--- src/rtl/dfm_measure_mc.sv ---
// dfm_measure_mc: multi-channel reciprocal frequency meter.
// Each channel counts signal rising edges and clk_i cycles over a gate whose
// both ends are aligned to signal edges; results are merged round-robin onto
// a single register-write port.
// Build option: define MEASURE_SYNC_EN to insert a 2-flop synchroniser on
// sig_clk_i ahead of edge detection.
module dfm_measure_mc #(
  parameter int CH_NUM     = 4,
  parameter int CNT_WIDTH  = 32,
  parameter int GATE_WIDTH = 32,
  localparam int CH_W      = (CH_NUM > 1) ? $clog2(CH_NUM) : 1
) (
  input  logic                   clk_i,
  input  logic                   rst_n_i,
  input  logic [CH_NUM-1:0]      sig_clk_i,
  input  logic [CH_NUM-1:0]      ch_en_i,
  input  logic                   start_i,
  input  logic                   cont_i,
  input  logic [GATE_WIDTH-1:0]  gate_time_i,
  output logic [CH_NUM-1:0]      busy_o,
  output logic                   reg_wr_en_o,
  output logic [CH_W-1:0]        reg_wr_ch_o,
  output logic [1:0]             reg_wr_flag_o,
  output logic [2*CNT_WIDTH-1:0] reg_wr_data_o
);

  typedef enum logic [2:0] {
    ST_IDLE,
    ST_ARM,
    ST_MEAS,
    ST_STOP,
    ST_DONE
  } state_t;

  logic [CH_NUM-1:0] sig_src;
  logic [CH_NUM-1:0] s_q, s_dq, rise;

  logic [CH_NUM-1:0]      pend_q, load, req, grant;
  logic [2*CNT_WIDTH-1:0] live_data [CH_NUM];
  logic [2*CNT_WIDTH-1:0] hold_data [CH_NUM];
  logic [1:0]             live_flag [CH_NUM];
  logic [1:0]             hold_flag [CH_NUM];
  logic [CH_W-1:0]        ptr_q, gnt_idx;
  logic                   gnt_vld;
  logic [2*CNT_WIDTH-1:0] sel_data;
  logic [1:0]             sel_flag;

`ifdef MEASURE_SYNC_EN
  logic [CH_NUM-1:0] sync1_q, sync2_q;

  // two-flop synchroniser for inputs asynchronous to clk_i
  always_ff @(posedge clk_i or negedge rst_n_i) begin
    if (!rst_n_i) begin
      sync1_q <= '0;
      sync2_q <= '0;
    end else begin
      sync1_q <= sig_clk_i;
      sync2_q <= sync1_q;
    end
  end

  assign sig_src = sync2_q;
`else
  assign sig_src = sig_clk_i;
`endif

  // edge detector: one sampling stage plus a delayed copy
  always_ff @(posedge clk_i or negedge rst_n_i) begin
    if (!rst_n_i) begin
      s_q  <= '0;
      s_dq <= '0;
    end else begin
      s_q  <= sig_src;
      s_dq <= s_q;
    end
  end

  assign rise = s_q & ~s_dq;

  for (genvar g = 0; g < CH_NUM; g++) begin : g_ch
    state_t                state_q, state_d;
    logic [GATE_WIDTH-1:0] gate_q, gate_d, wait_q, wait_d, gcnt_q, gcnt_d;
    logic [CNT_WIDTH-1:0]  sig_q, sig_d, clk_q, clk_d;
    logic                  tmo_q, tmo_d, ovf_q, ovf_d;

    // channel state, gate and count registers
    always_ff @(posedge clk_i or negedge rst_n_i) begin
      if (!rst_n_i) begin
        state_q <= ST_IDLE;
        gate_q  <= '0;
        wait_q  <= '0;
        gcnt_q  <= '0;
        sig_q   <= '0;
        clk_q   <= '0;
        tmo_q   <= 1'b0;
        ovf_q   <= 1'b0;
      end else begin
        state_q <= state_d;
        gate_q  <= gate_d;
        wait_q  <= wait_d;
        gcnt_q  <= gcnt_d;
        sig_q   <= sig_d;
        clk_q   <= clk_d;
        tmo_q   <= tmo_d;
        ovf_q   <= ovf_d;
      end
    end

    // measurement FSM: next state, gate timing and saturating counters
    always_comb begin
      state_d = state_q;
      gate_d  = gate_q;
      wait_d  = wait_q;
      gcnt_d  = gcnt_q;
      sig_d   = sig_q;
      clk_d   = clk_q;
      tmo_d   = tmo_q;
      ovf_d   = ovf_q;
      case (state_q)
        ST_IDLE: begin
          if (start_i && ch_en_i[g]) begin
            gate_d  = (gate_time_i == '0) ? GATE_WIDTH'(1) : gate_time_i;
            wait_d  = '0;
            sig_d   = '0;
            clk_d   = '0;
            tmo_d   = 1'b0;
            ovf_d   = 1'b0;
            state_d = ST_ARM;
          end
        end
        ST_ARM: begin
          if (rise[g]) begin
            sig_d   = '0;
            clk_d   = '0;
            gcnt_d  = '0;
            state_d = ST_MEAS;
          end else begin
            wait_d = wait_q + 1'b1;
            if (wait_d == gate_q) begin
              tmo_d   = 1'b1;
              sig_d   = '0;
              clk_d   = '0;
              state_d = ST_DONE;
            end
          end
        end
        ST_MEAS: begin
          gcnt_d = gcnt_q + 1'b1;
          if (gcnt_d == gate_q) begin
            wait_d  = '0;
            state_d = ST_STOP;
          end
        end
        ST_STOP: begin
          if (rise[g]) begin
            state_d = ST_DONE;
          end else begin
            wait_d = wait_q + 1'b1;
            if (wait_d == gate_q) begin
              tmo_d   = 1'b1;
              state_d = ST_DONE;
            end
          end
        end
        ST_DONE: begin
          if (!pend_q[g]) begin
            if (cont_i) begin
              wait_d  = '0;
              sig_d   = '0;
              clk_d   = '0;
              tmo_d   = 1'b0;
              ovf_d   = 1'b0;
              state_d = ST_ARM;
            end else begin
              state_d = ST_IDLE;
            end
          end
        end
        default: state_d = ST_IDLE;
      endcase
      if (state_q == ST_MEAS || state_q == ST_STOP) begin
        if (clk_q == '1) ovf_d = 1'b1;
        else             clk_d = clk_q + 1'b1;
        if (rise[g]) begin
          if (sig_q == '1) ovf_d = 1'b1;
          else             sig_d = sig_q + 1'b1;
        end
      end
    end

    assign busy_o[g]    = (state_q != ST_IDLE);
    assign load[g]      = (state_q == ST_DONE) && !pend_q[g];
    assign live_data[g] = {clk_q, sig_q};
    assign live_flag[g] = {tmo_q, ovf_q};

    // result hold register, captured when DONE hands over its result
    always_ff @(posedge clk_i or negedge rst_n_i) begin
      if (!rst_n_i) begin
        hold_data[g] <= '0;
        hold_flag[g] <= '0;
      end else if (load[g]) begin
        hold_data[g] <= live_data[g];
        hold_flag[g] <= live_flag[g];
      end
    end
  end

  // A channel loading its result this cycle already requests the port and is
  // served straight from its live counters, giving the 2-cycle write latency.
  assign req = pend_q | load;

  // round-robin pick of the first requester at or after ptr_q
  always_comb begin
    int unsigned idx;
    idx      = 0;
    gnt_vld  = 1'b0;
    gnt_idx  = '0;
    grant    = '0;
    sel_data = '0;
    sel_flag = '0;
    for (int unsigned i = 0; i < unsigned'(CH_NUM); i++) begin
      idx = 32'(ptr_q) + i;
      if (idx >= unsigned'(CH_NUM)) idx = idx - unsigned'(CH_NUM);
      if (!gnt_vld && req[CH_W'(idx)]) begin
        gnt_vld = 1'b1;
        gnt_idx = CH_W'(idx);
      end
    end
    if (gnt_vld) begin
      grant[gnt_idx] = 1'b1;
      sel_data = pend_q[gnt_idx] ? hold_data[gnt_idx] : live_data[gnt_idx];
      sel_flag = pend_q[gnt_idx] ? hold_flag[gnt_idx] : live_flag[gnt_idx];
    end
  end

  // pending bits, rotating pointer and registered write port
  always_ff @(posedge clk_i or negedge rst_n_i) begin
    if (!rst_n_i) begin
      pend_q        <= '0;
      ptr_q         <= '0;
      reg_wr_en_o   <= 1'b0;
      reg_wr_ch_o   <= '0;
      reg_wr_flag_o <= '0;
      reg_wr_data_o <= '0;
    end else begin
      pend_q      <= (pend_q | load) & ~grant;
      reg_wr_en_o <= gnt_vld;
      if (gnt_vld) begin
        reg_wr_ch_o   <= gnt_idx;
        reg_wr_flag_o <= sel_flag;
        reg_wr_data_o <= sel_data;
        ptr_q         <= (gnt_idx == CH_W'(CH_NUM - 1)) ? '0 : gnt_idx + 1'b1;
      end
    end
  end

endmodule

--- config.mk ---
export PLATFORM = sky130hd
export DESIGN_NAME = dfm_measure_mc
export DESIGN_NICKNAME = d
export VERILOG_FILES = /design/src/rtl/dfm_measure_mc.sv
export SDC_FILE = /design/constraint.sdc
export NUM_CORES = 2
export LEC_CHECK = 0
export ABC_AREA = 1
export CAP_MARGIN = 0
export CORE_ASPECT_RATIO = 1.75
export CORE_MARGIN = 2
export CORE_UTILIZATION = 50
export CTS_CLUSTER_DIAMETER = 150
export DETAILED_ROUTE_END_ITERATION = 6
export GPL_TIMING_DRIVEN = 0
export PLACE_DENSITY = 0.69
export SETUP_SLACK_MARGIN = 0.02
export SKIP_CTS_REPAIR_TIMING = 1
export SLEW_MARGIN = 40
export SYNTH_ARGS = -nofsm -noshare
export SYNTH_HDL_FRONTEND = slang
export SYNTH_SLANG_ARGS = --single-unit
export TNS_END_PERCENT = 50
--- constraint.sdc ---
create_clock -name clk_i -period 4.85 [get_ports clk_i]
set_input_delay 0.7275 -clock clk_i [delete_from_list [all_inputs] [get_ports clk_i]]
set_output_delay 0.7275 -clock clk_i [all_outputs]
set_load 0.05 [all_outputs]
==> results.md <==
- Maximum number of pins on one net before global-route repair: 101
- Maximum achievable frequency: 225 MHz
- Accumulated negative setup slack: 0 ns
- Final core utilization: 55.8%
- Port Buffers: 116
- Total Routing Usage GR: 41.8%
- Area of the core: 131000 um2
- Post-Synthesis Cells: 10100
- Worst vdd ir: 0.798 mV
- Routed via count divided by cell count: 5.76
- Count of routing violations after the opening detailed-route iteration: 6446
- Count of antenna-violating nets left after detailed routing: 0
- Total grt overflow: 0
- Unique masters post-synth: 51
- Global routing met2 resource utilization: 71.6%
- Setup Crit Path Kind: reg -> reg
- Top FF cell, synth: dfrtp_1
- Post-route clock period utilization: 91.7%
- Minimum period implied by the final worst setup slack: 4.45 ns
- Cell area after layout: 73200 um2
- Number of warnings reported in the yosys synthesis log: 0
- Top Ports: 117
- Layer carrying the most global-route usage: met2
- Category of the worst setup path launch point: register
- Met3 GRT Util: 6.88%
- Final non-filler cell total: 12100
- Relative max-transition margin: 33.8%
- Critical path endpoint category: register
- Share of final-layout standard cells stronger than drive strength 1: 4.69%
- Area growth from synthesis to layout: 11.2%
- Most common cell in the netlist: nand2_1
- Final Power: 59800 uW
- Number of max-slew violations in the final report: 0
- Setup Viol. Count Final: 0
- Number of register bits inferred by synthesis: 1007
- Total Nets Final: 10400
- Async set-or-reset flop fraction in the synthesized netlist: 100%
- HP Class: reg -> reg
- Total length of routed wires: 285 mm
- Remaining routing DRC violations: 6
- Worst reg2reg setup slack: 0.40 ns
- RSZ-0062 raised after global routing: no
- Worst Clk Skew: 0.0275 ns
- Placed cell count: 11900
- Pin slew with the least headroom to its limit: 0.990 ns
- MaxCap Viol Count: 0
- Endpoints failing hold: 0
- Sink Count: 1007
- Power density over cell area: 818 nW/um2
- Overall via count from detail_route: 69900
- Critical Path Fanout Max: 10
- Detailed Routing Iterations Pass 1: 7
- Longest Clk Path Bufs: 3
- Initial standard-cell utilization of the core: 50.2%
- FILL cells: 13000
- Chip height: 484 um
- CTS tree: done
- Post-synthesis area per instance: 6.51 um2
- Global-route wire length before repair: 419 mm
- Number of buffers created by CTS: 102
- Number of nets produced by synthesis: 10200
- EDFF count, synth: 0
- Required time at the endpoint of the critical path: 5.50 ns
- Number of rows in the core area: 176
- H-tree level count: 3
- Met1 Use GR: 39.5%
- Cell Area, Synth: 65800 um2
- Cell area reported after detailed placement: 69400 um2
- Routed len/inst: 23.5 um
- Horiz. Die Dim: 278 um
- RePlAce Congestion: 1.10
- Area fraction of the dominant cell type after synthesis: 38.3%
- Number of antenna violations at the first check in global routing: 9
- Result of the run: finished with violations
- Cell at the root of the clock tree: clkbuf_16
- Clk pin slew, worst setup/hold paths: 0.07 ns
- WP data arrival: 5.09 ns
- Cells taking the most area after synthesis: dfrtp_1, nand2_1, nand3_1
- Placed wire-length estimate after detailed placement: 222 mm
- Die footprint: 135000 um2
- Violations in the final reports: design-rule violations
- Cell type contributing the most total cell area after synthesis: dfrtp_1
- Most frequent cells after synthesis: nand2_1, nand3_1, nor2_1
- Leakage dissipation: 0.0335 uW
- Insertion delay to the later sink of the worst-skew pair: 0.77 ns
- Sequential fraction of the synthesis area: 38.3%
- Vias in the first global route: 67800
[layout make-up]
cell class | count | area [um2] | share of cell area [%]
multi-input combinational | 7707 | 35000 | 47.8
buffer | 426 | 2020 | 2.76
inverter | 968 | 3630 | 4.97
timing repair buffer | 129 | 1500 | 2.05
tap | 1691 | 2120 | 2.89
antenna | 2 | 5.00 | 0.00684
clock buffer | 136 | 2870 | 3.92
clock inverter | 54 | 822 | 1.12
sequential | 1007 | 25200 | 34.4
[worst max-delay path, stage by stage, from the launching register on]
cell and delay (ns):
dfrtp_1 0.43, inv_2 0.13, nand2_4 0.09, nor2_1 0.46, nor2_2 0.11, nand2_1 0.13, nand3_1 0.13, o21ai_1 0.14
nand3_1 0.16, o21ai_2 0.66, buf_2 0.45, buf_2 0.30, nand3_1 0.58, nand2_1 0.20, nand2_1 0.07, nand3_1 0.18
nand2_1 0.09
[through the flow]
stage                     setup slack [ns]  hold slack (ns)
after floorplan                       2.41            0.354
final                                0.404            0.375
after detailed placement             0.247            0.364
after global placement              -44.47            0.359
after CTS                            0.706           -0.165
after global routing                 0.309            0.389
[where the power goes]
part	internal (uW)	total, uW	switching [uW]
combinational	9600	37100	27500
clock	5180	9030	3840
sequential	11100	13700	2620
[placed cells by master, fill, tap and decap left out, types with 115 or more instances in the layout]
| master | instances |
|---|---|
| clkbuf_1 | 260 |
| nor3_1 | 170 |
| dfrtp_1 | 1007 |
| nand3_1 | 1247 |
| nor2_1 | 1195 |
| clkdlybuf4s50_1 | 115 |
| nand2_1 | 3345 |
| a21oi_1 | 447 |
| o21ai_0 | 607 |
| inv_1 | 940 |
| xor2_1 | 248 |
[kinds of logic after synthesis]
logic type,after synthesis,synth area share (%)
mux,8,0.137
xor+xnor,278,3.96
flops,1007,38.3
simple gates,6199,39.2
fa+ha+maj,20,0.380
buf+inv,1394,8.59
compound gates,1202,9.47
[sequential cells by signal, summed over array words and instances (netlist names)]
| name | cells |
|---|---|
| reg_wr_en_o | 1 |
| g_ch.ovf_q | 4 |
| pend_q | 4 |
| reg_wr_flag_o | 2 |
| g_ch.state_q | 12 |
| reg_wr_data_o | 64 |
| ptr_q | 2 |
| s_q | 4 |
| g_ch.sig_q | 128 |
| g_ch.gcnt_q | 128 |
| reg_wr_ch_o | 2 |
| hold_flag | 8 |
| g_ch.wait_q | 128 |
| s_dq | 4 |
| g_ch.clk_q | 128 |
| g_ch.gate_q | 128 |
| g_ch.tmo_q | 4 |
| hold_data | 256 |
[routing by layer]
layer / up-vias / part of all wire [%]
met1: 32300 / 31
met2: 3266 / 48
met5: - / 0.028
met4: 14 / 15
met3: 1375 / 6.1
li1: 32900 / -
[worst paths after layout]
kind,cells past startpoint,to,start
worst max-delay path,16,reg_wr_data_o[42],g_ch[2].state_q[1]
worst min-delay path,0,s_dq[2],s_q[2]
worst max register to register,16,reg_wr_data_o[42],g_ch[2].state_q[1]
worst min register to register,0,s_dq[2],s_q[2]
max in group asynchronous,6,g_ch[0].gcnt_q[11],rst_n_i
min in group asynchronous,2,g_ch[2].sig_q[14],rst_n_i
No activity file was read; power rests on OpenSTA's default activity.
